<file path="src/rtl/apb_arb_pkg.sv">
// Shared types for the two-master APB3 arbiter: FSM states, grant codes,
// and the width helper for the wait-state timeout counter.
package apb_arb_pkg;

    typedef enum logic [1:0] {
        ST_IDLE,
        ST_SETUP,
        ST_ACCESS,
        ST_RESP
    } state_t;

    localparam logic [1:0] GNT_NONE = 2'b00;
    localparam logic [1:0] GNT_M0   = 2'b01;
    localparam logic [1:0] GNT_M1   = 2'b10;

    // ceil(log2(n)), never less than 1 so a disabled timeout still has a counter
    function automatic int clog2(input int n);
        int w;
        w = 1;
        while ((1 << w) < n) w = w + 1;
        return w;
    endfunction

endpackage

</file>
<file path="src/rtl/apb_rr_pick2.sv">
// Two-way round-robin picker: the requester not granted last wins a tie.
// Purely combinational, one-hot grant output.
module apb_rr_pick2
    import apb_arb_pkg::*;
(
    input  logic [1:0] i_req,
    input  logic       i_last,
    output logic [1:0] o_grant
);

    always_comb begin
        o_grant = GNT_NONE;
        unique case (i_req)
            2'b01:   o_grant = GNT_M0;
            2'b10:   o_grant = GNT_M1;
            2'b11:   o_grant = i_last ? GNT_M0 : GNT_M1;
            default: o_grant = GNT_NONE;
        endcase
    end

endmodule

</file>
<file path="src/rtl/apb_dual_master_arb.sv">
// Two-master to one-slave APB3 arbiter, round-robin per transfer, with each
// granted transfer re-issued as a registered SETUP/ACCESS pair and a wait timeout.
module apb_dual_master_arb
    import apb_arb_pkg::*;
#(
    parameter int ADDR_WIDTH = 32,
    parameter int DATA_WIDTH = 32,
    parameter int TIMEOUT    = 255
) (
    input  logic                  PCLK,
    input  logic                  PRESET,
    input  logic                  M0_PSEL,
    input  logic                  M0_PENABLE,
    input  logic                  M0_PWRITE,
    input  logic [ADDR_WIDTH-1:0] M0_PADDR,
    input  logic [DATA_WIDTH-1:0] M0_PWDATA,
    output logic [DATA_WIDTH-1:0] M0_PRDATA,
    output logic                  M0_PREADY,
    output logic                  M0_PSLVERR,
    input  logic                  M1_PSEL,
    input  logic                  M1_PENABLE,
    input  logic                  M1_PWRITE,
    input  logic [ADDR_WIDTH-1:0] M1_PADDR,
    input  logic [DATA_WIDTH-1:0] M1_PWDATA,
    output logic [DATA_WIDTH-1:0] M1_PRDATA,
    output logic                  M1_PREADY,
    output logic                  M1_PSLVERR,
    output logic                  S_PSEL,
    output logic                  S_PENABLE,
    output logic                  S_PWRITE,
    output logic [ADDR_WIDTH-1:0] S_PADDR,
    output logic [DATA_WIDTH-1:0] S_PWDATA,
    input  logic [DATA_WIDTH-1:0] S_PRDATA,
    input  logic                  S_PREADY,
    input  logic                  S_PSLVERR,
    output logic [1:0]            GRANT,
    output logic                  TIMEOUT_ERR
);

    localparam int CNT_W = clog2(TIMEOUT + 1);
    localparam logic [CNT_W-1:0] TO_LAST =
        (TIMEOUT == 0) ? '0 : CNT_W'(TIMEOUT - 1);

    state_t                r_state;
    state_t                w_next;
    logic [1:0]            r_gnt;
    logic                  r_last;
    logic [ADDR_WIDTH-1:0] r_addr;
    logic [DATA_WIDTH-1:0] r_wdata;
    logic                  r_write;
    logic [DATA_WIDTH-1:0] r_rdata;
    logic                  r_slverr;
    logic                  r_to_err;
    logic [CNT_W-1:0]      r_cnt;
    logic [1:0]            w_pick;
    logic                  w_timeout;
    logic                  w_resp;
    logic                  w_unused;

    // PENABLE is not needed: PSEL alone marks a pending request
    assign w_unused  = &{1'b0, M0_PENABLE, M1_PENABLE};
    assign w_timeout = (TIMEOUT != 0) && (r_cnt == TO_LAST);

    apb_rr_pick2 u_pick (
        .i_req   ({M1_PSEL, M0_PSEL}),
        .i_last  (r_last),
        .o_grant (w_pick)
    );

    always_ff @(posedge PCLK or posedge PRESET) begin
        if (PRESET) r_state <= ST_IDLE;
        else        r_state <= w_next;
    end

    always_comb begin
        w_next = r_state;
        unique case (r_state)
            ST_IDLE:   if (w_pick != GNT_NONE) w_next = ST_SETUP;
            ST_SETUP:  w_next = ST_ACCESS;
            ST_ACCESS: if (S_PREADY || w_timeout) w_next = ST_RESP;
            ST_RESP:   w_next = ST_IDLE;
            default:   w_next = ST_IDLE;
        endcase
    end

    always_comb begin
        S_PSEL     = (r_state == ST_SETUP) || (r_state == ST_ACCESS);
        S_PENABLE  = (r_state == ST_ACCESS);
        S_PWRITE   = r_write;
        S_PADDR    = r_addr;
        S_PWDATA   = r_wdata;
        GRANT      = r_gnt;
        TIMEOUT_ERR = r_to_err;
        w_resp     = (r_state == ST_RESP);
        M0_PREADY  = w_resp && r_gnt[0];
        M1_PREADY  = w_resp && r_gnt[1];
        M0_PSLVERR = M0_PREADY && r_slverr;
        M1_PSLVERR = M1_PREADY && r_slverr;
        M0_PRDATA  = M0_PREADY ? r_rdata : '0;
        M1_PRDATA  = M1_PREADY ? r_rdata : '0;
    end

    always_ff @(posedge PCLK or posedge PRESET) begin
        if (PRESET) begin
            r_gnt    <= GNT_NONE;
            r_last   <= 1'b1;
            r_addr   <= '0;
            r_wdata  <= '0;
            r_write  <= 1'b0;
            r_rdata  <= '0;
            r_slverr <= 1'b0;
            r_to_err <= 1'b0;
            r_cnt    <= '0;
        end else begin
            r_to_err <= 1'b0;
            unique case (r_state)
                ST_IDLE: begin
                    if (w_pick != GNT_NONE) begin
                        r_gnt   <= w_pick;
                        r_addr  <= w_pick[1] ? M1_PADDR  : M0_PADDR;
                        r_wdata <= w_pick[1] ? M1_PWDATA : M0_PWDATA;
                        r_write <= w_pick[1] ? M1_PWRITE : M0_PWRITE;
                    end
                end
                ST_ACCESS: begin
                    if (r_cnt != '1) r_cnt <= r_cnt + 1'b1;
                    if (S_PREADY) begin
                        r_rdata  <= S_PRDATA;
                        r_slverr <= S_PSLVERR;
                    end else if (w_timeout) begin
                        r_rdata  <= '0;
                        r_slverr <= 1'b1;
                        r_to_err <= 1'b1;
                    end
                end
                ST_RESP: begin
                    r_last <= r_gnt[1];
                    r_gnt  <= GNT_NONE;
                    r_cnt  <= '0;
                end
                default: ;
            endcase
        end
    end

endmodule

</file>
<file path="config.mk">
export PLATFORM = sky130hd
export DESIGN_NAME = apb_dual_master_arb
export DESIGN_NICKNAME = d
export VERILOG_FILES = /design/src/rtl/apb_arb_pkg.sv /design/src/rtl/apb_rr_pick2.sv /design/src/rtl/apb_dual_master_arb.sv
export SDC_FILE = /design/constraint.sdc
export NUM_CORES = 1
export LEC_CHECK = 0
export CAP_MARGIN = 10
export CELL_PAD_IN_SITES_DETAIL_PLACEMENT = 1
export CELL_PAD_IN_SITES_GLOBAL_PLACEMENT = 1
export CORE_UTILIZATION = 30
export DETAILED_ROUTE_END_ITERATION = 10
export HOLD_SLACK_MARGIN = 0.15
export PLACE_DENSITY_LB_ADDON = 0.15
export SETUP_SLACK_MARGIN = 0.15
export SLEW_MARGIN = 10
export SYNTH_ARGS = -nofsm -noshare
export SYNTH_HDL_FRONTEND = slang
export SYNTH_HIERARCHICAL = 1
export SYNTH_SLANG_ARGS = --single-unit
</file>
<file path="constraint.sdc">
create_clock -name PCLK -period 10.4 [get_ports PCLK]
set_clock_uncertainty 0.1 [all_clocks]
set_input_delay 1.56 -clock PCLK [delete_from_list [all_inputs] [get_ports PCLK]]
set_output_delay 1.56 -clock PCLK [all_outputs]
set_load 0.01 [all_outputs]
</file>
==> metrics.yaml <==
worst_path_max_delay_cell: "ha_4"
fin_crit_ns: 3.92
synthTopCellsByArea: "dfrtp_1, mux2i_1, and3_1, o21ai_0, a22o_1"
r2r_slack_ns: 7.87
hold_start: "S_PADDR[0]"
powerDensity_mw_per_mm2: 226
avgRoutedWirePerCell_um: 18.6
holdPathEnd: "S_PADDR[0]"
synth_top_area_cell: "dfrtp_1"
final_cells: 1039
hold_viol: 0
dieArea_sq_mm: 0.0189
via_count: 5032
use_met3_pct: 4.75
die-height_um: 137
drt-initial-drc-count: 261
cts_buffers: 9
yosys-top-cells-count: "dfrtp_1, o21ai_0, nand2_1, and3_1, mux2i_1"
num_rows: 49
fin_nets: 981
reg2reg_from: "r_last"
syn_to_final_growth_pct: 62.5
syn_nets: 707
cp-end-kind: "output port"
max-slew-margin-rel_pct: 28.4
worstMarginPinSlew_ns: 1.07
ys_seq_area_share_pct: 50.9
coreArea_sq_mm: 0.0180
grt_max_degree: 131
cts_resized: 0
synthFlopType: "dfrtp_1"
critPathArrivalTime_ns: 2.26
grt_pass1_vias: 5298
required_ns: 8.74
whs_ns: 0.381
fin_setup_tns_ns: 0
drv_cap: 0
ys_warn_count: 6
synth_edf_count: 0
io_buffer_count: 305
rsz0062_at_grt: "false"
yosysMostFrequentCell: "dfrtp_1"
io_pins: 308
worstSkewPairLatency_ns: 0.35
die_x_um: 137
via_per_inst: 4.84
hpwl_mm: 14.2
route.detailed.drc: 0
path_clk_slew_ns: 0.07
crit_family: "adder cells"
crit_buf_inv: 1
synth_top_area_share_pct: 50.5
start_kind: "register"
vdd_drop_max_mv: 0.0978
syn-cell-area_sq_mm: 0.00551
use_met1_pct: 23.9
clock-sinks: 112
crit_fanout: 84
grt_pass1_wl_mm: 28.8
reg2reg_depth: 5
synth-seq-cells: 112
cts_max_level: 3
dpl-instance-area_sq_mm: 0.00866
drtPass1Iterations: 4
post_cts_buffers: 0
p_leak_nw: 4.09
path_cells: "ha_4 -> and3_1 -> clkdlybuf4s50_1"
cts_hold_buf: 0
ant_nets: 0
layout-drive-gt1-share_pct: 4.20
max_freq_mhz: 255
cts_buffer_depth: 2
postSynth.asyncResetShare_pct: 100
hp-class: "register to register"
root_buffer: "clkbuf_16"
wl_mm: 19.3
holdPathStages: 2
finalSetupViolations: 0
maxSlewViolCount: 0
post-route-period-util_pct: 37.7
start_util_pct: 30.6
antenna_found_initial: 0
grtUsageTotal_pct: 20.1
diodes: 0
synth.avg_cell_area_sq_um: 10.4
crit_type: "register to output port"
r2r_end: "S_PWDATA[8]"
gr-usage-met2_pct: 35.7
place_congestion: 0.805
yosysUniqueCellTypes: 41
cpPeakStageDelay_ns: 0.62
post-route-cell-area_sq_mm: 0.00895
syn_inst: 531
cts_tree: "yes"
grt-busiest-layer: "met2"
place_inst: 1023
status: "finished, final reports clean"
grt-ovfl-total: 0
[power breakdown]
group	internal, mW	total, mW	switching [mW]
registers	0.628	0.771	0.143
logic	0.478	0.921	0.443
clock network	0.170	0.327	0.157
total	1.28	2.02	0.743
[worst min-delay path, cell delays in order, from the launching register on]
cell     delay, ns
dfrtp_1       0.34
nand2_1       0.05
o21ai_0       0.06
[registers in the layout, indices dropped and copies added (netlist names)]
name	cells
S_PWDATA	32
r_rdata	32
r_cnt	8
S_PADDR	32
S_PWRITE	1
GRANT	2
TIMEOUT_ERR	1
r_state	2
r_last	1
r_slverr	1
[worst max-delay path by stage]
stage / slack [ns] / depth (start not counted) / start / to
detailed placement: 6.29 / 6 / M0_PSEL / S_PADDR[18]
global route: 6.32 / 2 / GRANT[0] / M0_PSLVERR
CTS: 6.05 / 3 / r_state[1] / M1_PRDATA[2]
global placement: 6.41 / 6 / M0_PSEL / S_PADDR[1]
finish: 6.48 / 3 / r_state[1] / M1_PRDATA[8]
floorplan: 5.78 / 1 / PRESET / GRANT[0]
[final cells by class]
class	count	area [sq um]
multi-input cells	365	2460
fillers	1952	9010
clock inverters	4	30.0
well taps	229	287
inverters	7	28.8
clock buffers	12	246
repair buffers	310	3090
flip-flops and latches	112	2800
[placed cells by master, fill, tap and decap left out, types with 2 or more instances in the layout]
| master | n |
|---|---|
| a21oi_1 | 3 |
| a22o_1 | 33 |
| a22o_2 | 2 |
| and2_1 | 4 |
| and3_1 | 67 |
| buf_4 | 5 |
| clkbuf_1 | 2 |
| clkbuf_16 | 9 |
| clkdlybuf4s50_1 | 305 |
| clkinv_4 | 2 |
| dfrtp_1 | 111 |
| ha_1 | 5 |
| inv_1 | 6 |
| mux2_2 | 3 |
| mux2i_1 | 66 |
| nand2_1 | 71 |
| nand3_1 | 5 |
| nor2_1 | 8 |
| o21ai_0 | 74 |
| o21ai_1 | 2 |
| xor2_1 | 2 |
[metrics by stage]
step | setup WS, ns | total power, mW | util (%)
after floorplan | 5.78 | 1.21 | -
after global placement | 6.41 | 1.66 | 48.2
after detailed placement | 6.29 | 1.71 | 48.2
after CTS | 6.05 | 2.05 | 49.8
after global routing | 6.32 | 2.17 | 49.8
final | 6.48 | 2.02 | 49.8
[routing by layer]
| metal | share of wire (%) | up-vias |
|---|---|---|
| met5 | 0 | - |
| met1 | 41 | 2420 |
| met3 | 8.1 | 14 |
| met2 | 49 | 177 |
| met4 | 1.1 | 0 |
| li1 | - | 2421 |
[cell families after synthesis]
logic type / share of synthesized area [%]
muxes: 12.6
adders and majority gates: 1.36
AOI/OAI and AO/OA: 14.2
buffers and inverters: 4.91
and+or+nand+nor: 15.5
xor gates and xnor gates: 0.477
DFF: 50.9
No activity file was read; power rests on OpenSTA's default activity.
==> patch 1, RTL diff (config.mk and constraints unchanged) <==
Change the parameter `DATA_WIDTH` from 32 to 36.
--- a/src/rtl/apb_dual_master_arb.sv
+++ b/src/rtl/apb_dual_master_arb.sv
@@ -4,7 +4,7 @@
     import apb_arb_pkg::*;
 #(
     parameter int ADDR_WIDTH = 32,
-    parameter int DATA_WIDTH = 32,
+    parameter int DATA_WIDTH = 36,
     parameter int TIMEOUT    = 255
 ) (
     input  logic                  PCLK,
Interface: changed (6 resized); port bits go from 308 to 332. The function was not compared with the original's and may differ.
==> patch 1 against the original RTL <==
- area after synthesis grew 16%
- total power grew 31%
- register-to-register slack got worse by 0.17 ns
- wire length increased by 22%
- first-iteration DRC count is 25% lower
- final area increased by 17%
- hold slack got worse by 0.0056 ns
- sequential cell count up 8
- critical path type unchanged
- highest routed layer unchanged
- critical endpoint is now M0_PRDATA[31]
- setup slack got worse by 0.15 ns
- count of clock-buffer cells in the layout up 8
==> patch 1: results (changes against the original RTL) <==
\begin{tabular}{lr}
\hline
Metric & Value \\
\hline
\multicolumn{2}{l}{\textbf{GRT}} \\
Pin count of the biggest net entering global routing & 133 (+1.5\%) \\
Global-route wire length before repair & 36600 um (+27\%) \\
\multicolumn{2}{l}{\textbf{Detailed routing}} \\
Detail-routed via count per cell & 4.80 (-0.82\%) \\
Drt total wl & 23600 um (+22\%) \\
\multicolumn{2}{l}{\textbf{Layout}} \\
Non-Clock Inverter Count & 9 (+2) \\
Combined area of the multi-input logic cells & 0.00309 sq mm (+26\%) \\
Clock-cell share of area & 5.94\% (+2.9 points) \\
Fillcell total & 2297 (+18\%) \\
Share of final-layout standard cells stronger than drive strength 1 & 5.03\% (+0.83 points) \\
\multicolumn{2}{l}{\textbf{Placed design}} \\
Cell Count Post-Placement & 1232 (+20\%) \\
Input/output buffers & 329 (+7.9\%) \\
Pre-CTS setup slack & 6.05 ns (-0.245 ns) \\
\multicolumn{2}{l}{\textbf{Run status}} \\
Status & completed \\
\multicolumn{2}{l}{\textbf{Critical path}} \\
Cell family contributing the most delay on the critical path & buffers and inverters \\
Worst-path fanout max & 86 (+2.4\%) \\
Arr. time, crit path & 2.41 ns (+0.15 ns) \\
Slowest library cell on the worst path & clkdlybuf4s50\_1 \\
Worst-case reg-to-reg path depth & 4 (-1) \\
Worst-case register-to-register setup slack & 7.70 ns (-0.17 ns) \\
Worst flop-to-flop path endpoint & S\_PWDATA[24] \\
\multicolumn{2}{l}{\textbf{Logic synthesis}} \\
Sequential-to-total area share from yosys stat & 47.1\% (-3.8 points) \\
Distinct cells, synth & 47 (+15\%) \\
Synth top cells by count & dfrtp\_1 (119), o21ai\_0 (108), nand2\_1 (76), and3\_1 (74), mux2i\_1 (70) \\
\multicolumn{2}{l}{\textbf{STA}} \\
Worst Max-Slew Pin Slew & 1.14 ns (+0.0671 ns) \\
\multicolumn{2}{l}{\textbf{Power}} \\
Worst VDD drop & 0.144 mV (+47\%) \\
\multicolumn{2}{l}{\textbf{CTS}} \\
H-tree lvl count & 4 (+1) \\
Cts bufs inserted & 17 (+8) \\
\hline
\end{tabular}
[patch 1: changes by cell type after synthesis, sizes merged, moves of 3 or more]
cell,unedited run,this run
mux2,3,0
nand2,72,76
dfrtp,111,119
nor2b,1,35
a22o,35,3
o21ai,77,111
a21oi,3,38
clkbuf,24,33
and3,68,74
mux2i,66,70
nand2b,1,37
[patch 1: worst min path at each step]
stage,from,endpoint,cells after the start
6_report,S_PADDR[16],S_PADDR[16],2
5_1_grt,S_PADDR[4],S_PADDR[4],2
2_1_floorplan,r_slverr,r_slverr,1
3_5_place_dp,S_PWDATA[23],S_PWDATA[23],2
3_3_place_gp,S_PWDATA[13],S_PWDATA[13],2
4_1_cts,S_PWDATA[23],S_PWDATA[23],2
[patch 1: power breakdown]
| part | switching, W | internal, W | total (W) |
|---|---|---|---|
| Sequential | 0.000155 | 0.000674 | 0.000828 |
| Clock | 0.000217 | 0.000407 | 0.000623 |
| Combinational | 0.000596 | 0.000607 | 0.00120 |
| Total | 0.000967 | 0.00169 | 0.00266 |
[patch 1: worst min-delay path: stages, from the launching register on]
cell and delay [ns]:
dfrtp_1 0.33, nand2_1 0.04, o21ai_0 0.06
[patch 1: cell families after synthesis]
group           count (synthesis)  synth area share (%)
compound gates                167                  14.0
xor+xnor                        3                 0.412
fa+ha+maj                       6                  1.18
buf+inv                        66                  4.86
flops                         120                  47.1
mux                            70                  11.0
simple gates                  248                  21.4
[patch 1: per-layer routing]
layer  part of all wire, %  wire [um]  GRT usage, %  up-vias
li1                      -          -             -     2966
met1                    43      10200          26.8     2889
met2                    49      11500          37.7      206
met3                   6.8       1590          5.74       20
met4                   1.2        289          5.52        0
met5                     0          0             0        -
==> patch 2, RTL diff (same settings) <==
Without the edit above. Make the reset (`PRESET`) synchronous in 2 clocked blocks.
--- a/src/rtl/apb_dual_master_arb.sv
+++ b/src/rtl/apb_dual_master_arb.sv
@@ -67,7 +67,7 @@
         .o_grant (w_pick)
     );
 
-    always_ff @(posedge PCLK or posedge PRESET) begin
+    always_ff @(posedge PCLK) begin
         if (PRESET) r_state <= ST_IDLE;
         else        r_state <= w_next;
     end
@@ -100,7 +100,7 @@
         M1_PRDATA  = M1_PREADY ? r_rdata : '0;
     end
 
-    always_ff @(posedge PCLK or posedge PRESET) begin
+    always_ff @(posedge PCLK) begin
         if (PRESET) begin
             r_gnt    <= GNT_NONE;
             r_last   <= 1'b1;
Function: differs if PRESET is asserted again (counterexample within 4 cycles, from zero or initial values and one cycle with PRESET high); with PRESET held inactive, the same outputs for 4 cycles.
==> patch 2 against the original RTL <==
- sequential power decreased by 19%
- area after synthesis decreased by 7.5%
- die area decreased by 7.4%
- core utilization increased by 1.9 points
- final area decreased by 4.3%
- total power decreased by 17%
- wire length decreased by 2.8%
- largest power group unchanged
- clock power increased by 9.5%
- first-iteration DRC count decreased by 23%
- hold slack improved by 0.0094 ns
- setup slack got worse by 0.36 ns
- critical path depth unchanged
- sequential cell count unchanged
==> patch 2: results (changes against the original RTL) <==
\begin{tabular}{lr}
\hline
Metric & Value \\
\hline
\multicolumn{2}{l}{\textbf{Detailed routing}} \\
Violation count after the first detailed-routing iteration & 200 (-23\%) \\
Routed wire per std cell & 18.0 um (-3.0\%) \\
Met2 Routed Length & 9560 um (+0.26\%) \\
Drt total wl & 18700 um (-2.8\%) \\
Routed wire length on met3 & 1260 um (-19\%) \\
\multicolumn{2}{l}{\textbf{Placed design}} \\
HPWL Detailed & 13700 um (-3.7\%) \\
Global placement routability congestion & 0.823 (+2.1\%) \\
Instance area after placement & 0.00826 sq mm (-4.6\%) \\
\multicolumn{2}{l}{\textbf{GRT}} \\
Global-route wire length before repair & 28800 um (about the same) \\
GR Layer Usage met3 & 5.84\% (+1.1 points) \\
Via count of the first global-routing pass & 5268 (-0.57\%) \\
Met1 demand-to-capacity share in global routing & 23.6\% (-0.34 points) \\
\multicolumn{2}{l}{\textbf{Critical path}} \\
Worst-case register-to-register setup slack & 7.57 ns (-0.30 ns) \\
Arr. time, crit path & 2.62 ns (+0.36 ns) \\
\multicolumn{2}{l}{\textbf{Logic synthesis}} \\
Dominant synthesized flop cell & dfxtp\_1 \\
Synth top cells by count & dfxtp\_1 (112), nor2\_1 (72), mux2i\_1 (67), a211oi\_1 (66), and3\_1 (66) \\
Post-synth net total & 725 (+2.5\%) \\
Post-Synthesis Mean Instance Area & 9.28 sq um (-11\%) \\
\multicolumn{2}{l}{\textbf{STA}} \\
Period Utilization, post-route & 41.1\% (+3.4 points) \\
Hold WS & 0.390 ns (+0.00944 ns) \\
Slew HR & 21.5\% (-6.9 points) \\
\multicolumn{2}{l}{\textbf{Run status}} \\
Status & completed \\
\multicolumn{2}{l}{\textbf{Power}} \\
Psw & 0.000586 W (-21\%) \\
Total internal power & 0.00109 W (-15\%) \\
P\_comb & 0.000691 W (-25\%) \\
\multicolumn{2}{l}{\textbf{Layout}} \\
Share of final-layout standard cells stronger than drive strength 1 & 3.53\% (-0.67 points) \\
Final nets & 992 (+1.1\%) \\
\hline
\end{tabular}
## patch 2: final timing paths
path / from / to / cells past startpoint
hold / removal: r_slverr / r_slverr / 2
setup / recovery: r_state[1] / M0_PRDATA[5] / 3
setup reg to reg: r_last / S_PADDR[27] / 5
hold reg to reg: r_slverr / r_slverr / 2
## patch 2: final cells by class
cell class                 instances  area (sq um)  area share [%]
sequential                       112          2240            26.2
timing repair buffer             310          3090            36.0
inverter                           8          30.0           0.350
clock inverter                     3          40.0           0.467
tap                              220           275            3.21
clock buffer                      13           260            3.04
multi-input combinational        375          2640            30.8
## patch 2: kinds of logic after synthesis
group	count (synthesis)	share of synthesized area, %
adder cells (fa/ha/maj)	6	1.47
multiplexers	68	13.4
XOR/XNOR	1	0.172
flip-flops	112	44.0
AND/OR/NAND/NOR	179	17.8
AO/OA/AOI/OAI	121	18.2
buffers and inverters	62	4.94
## patch 2: critical path: stages (launching register included)
cell,delay (ns)
dfxtp_1,0.36
ha_2,0.94
and3_1,0.34
clkdlybuf4s50_1,0.57
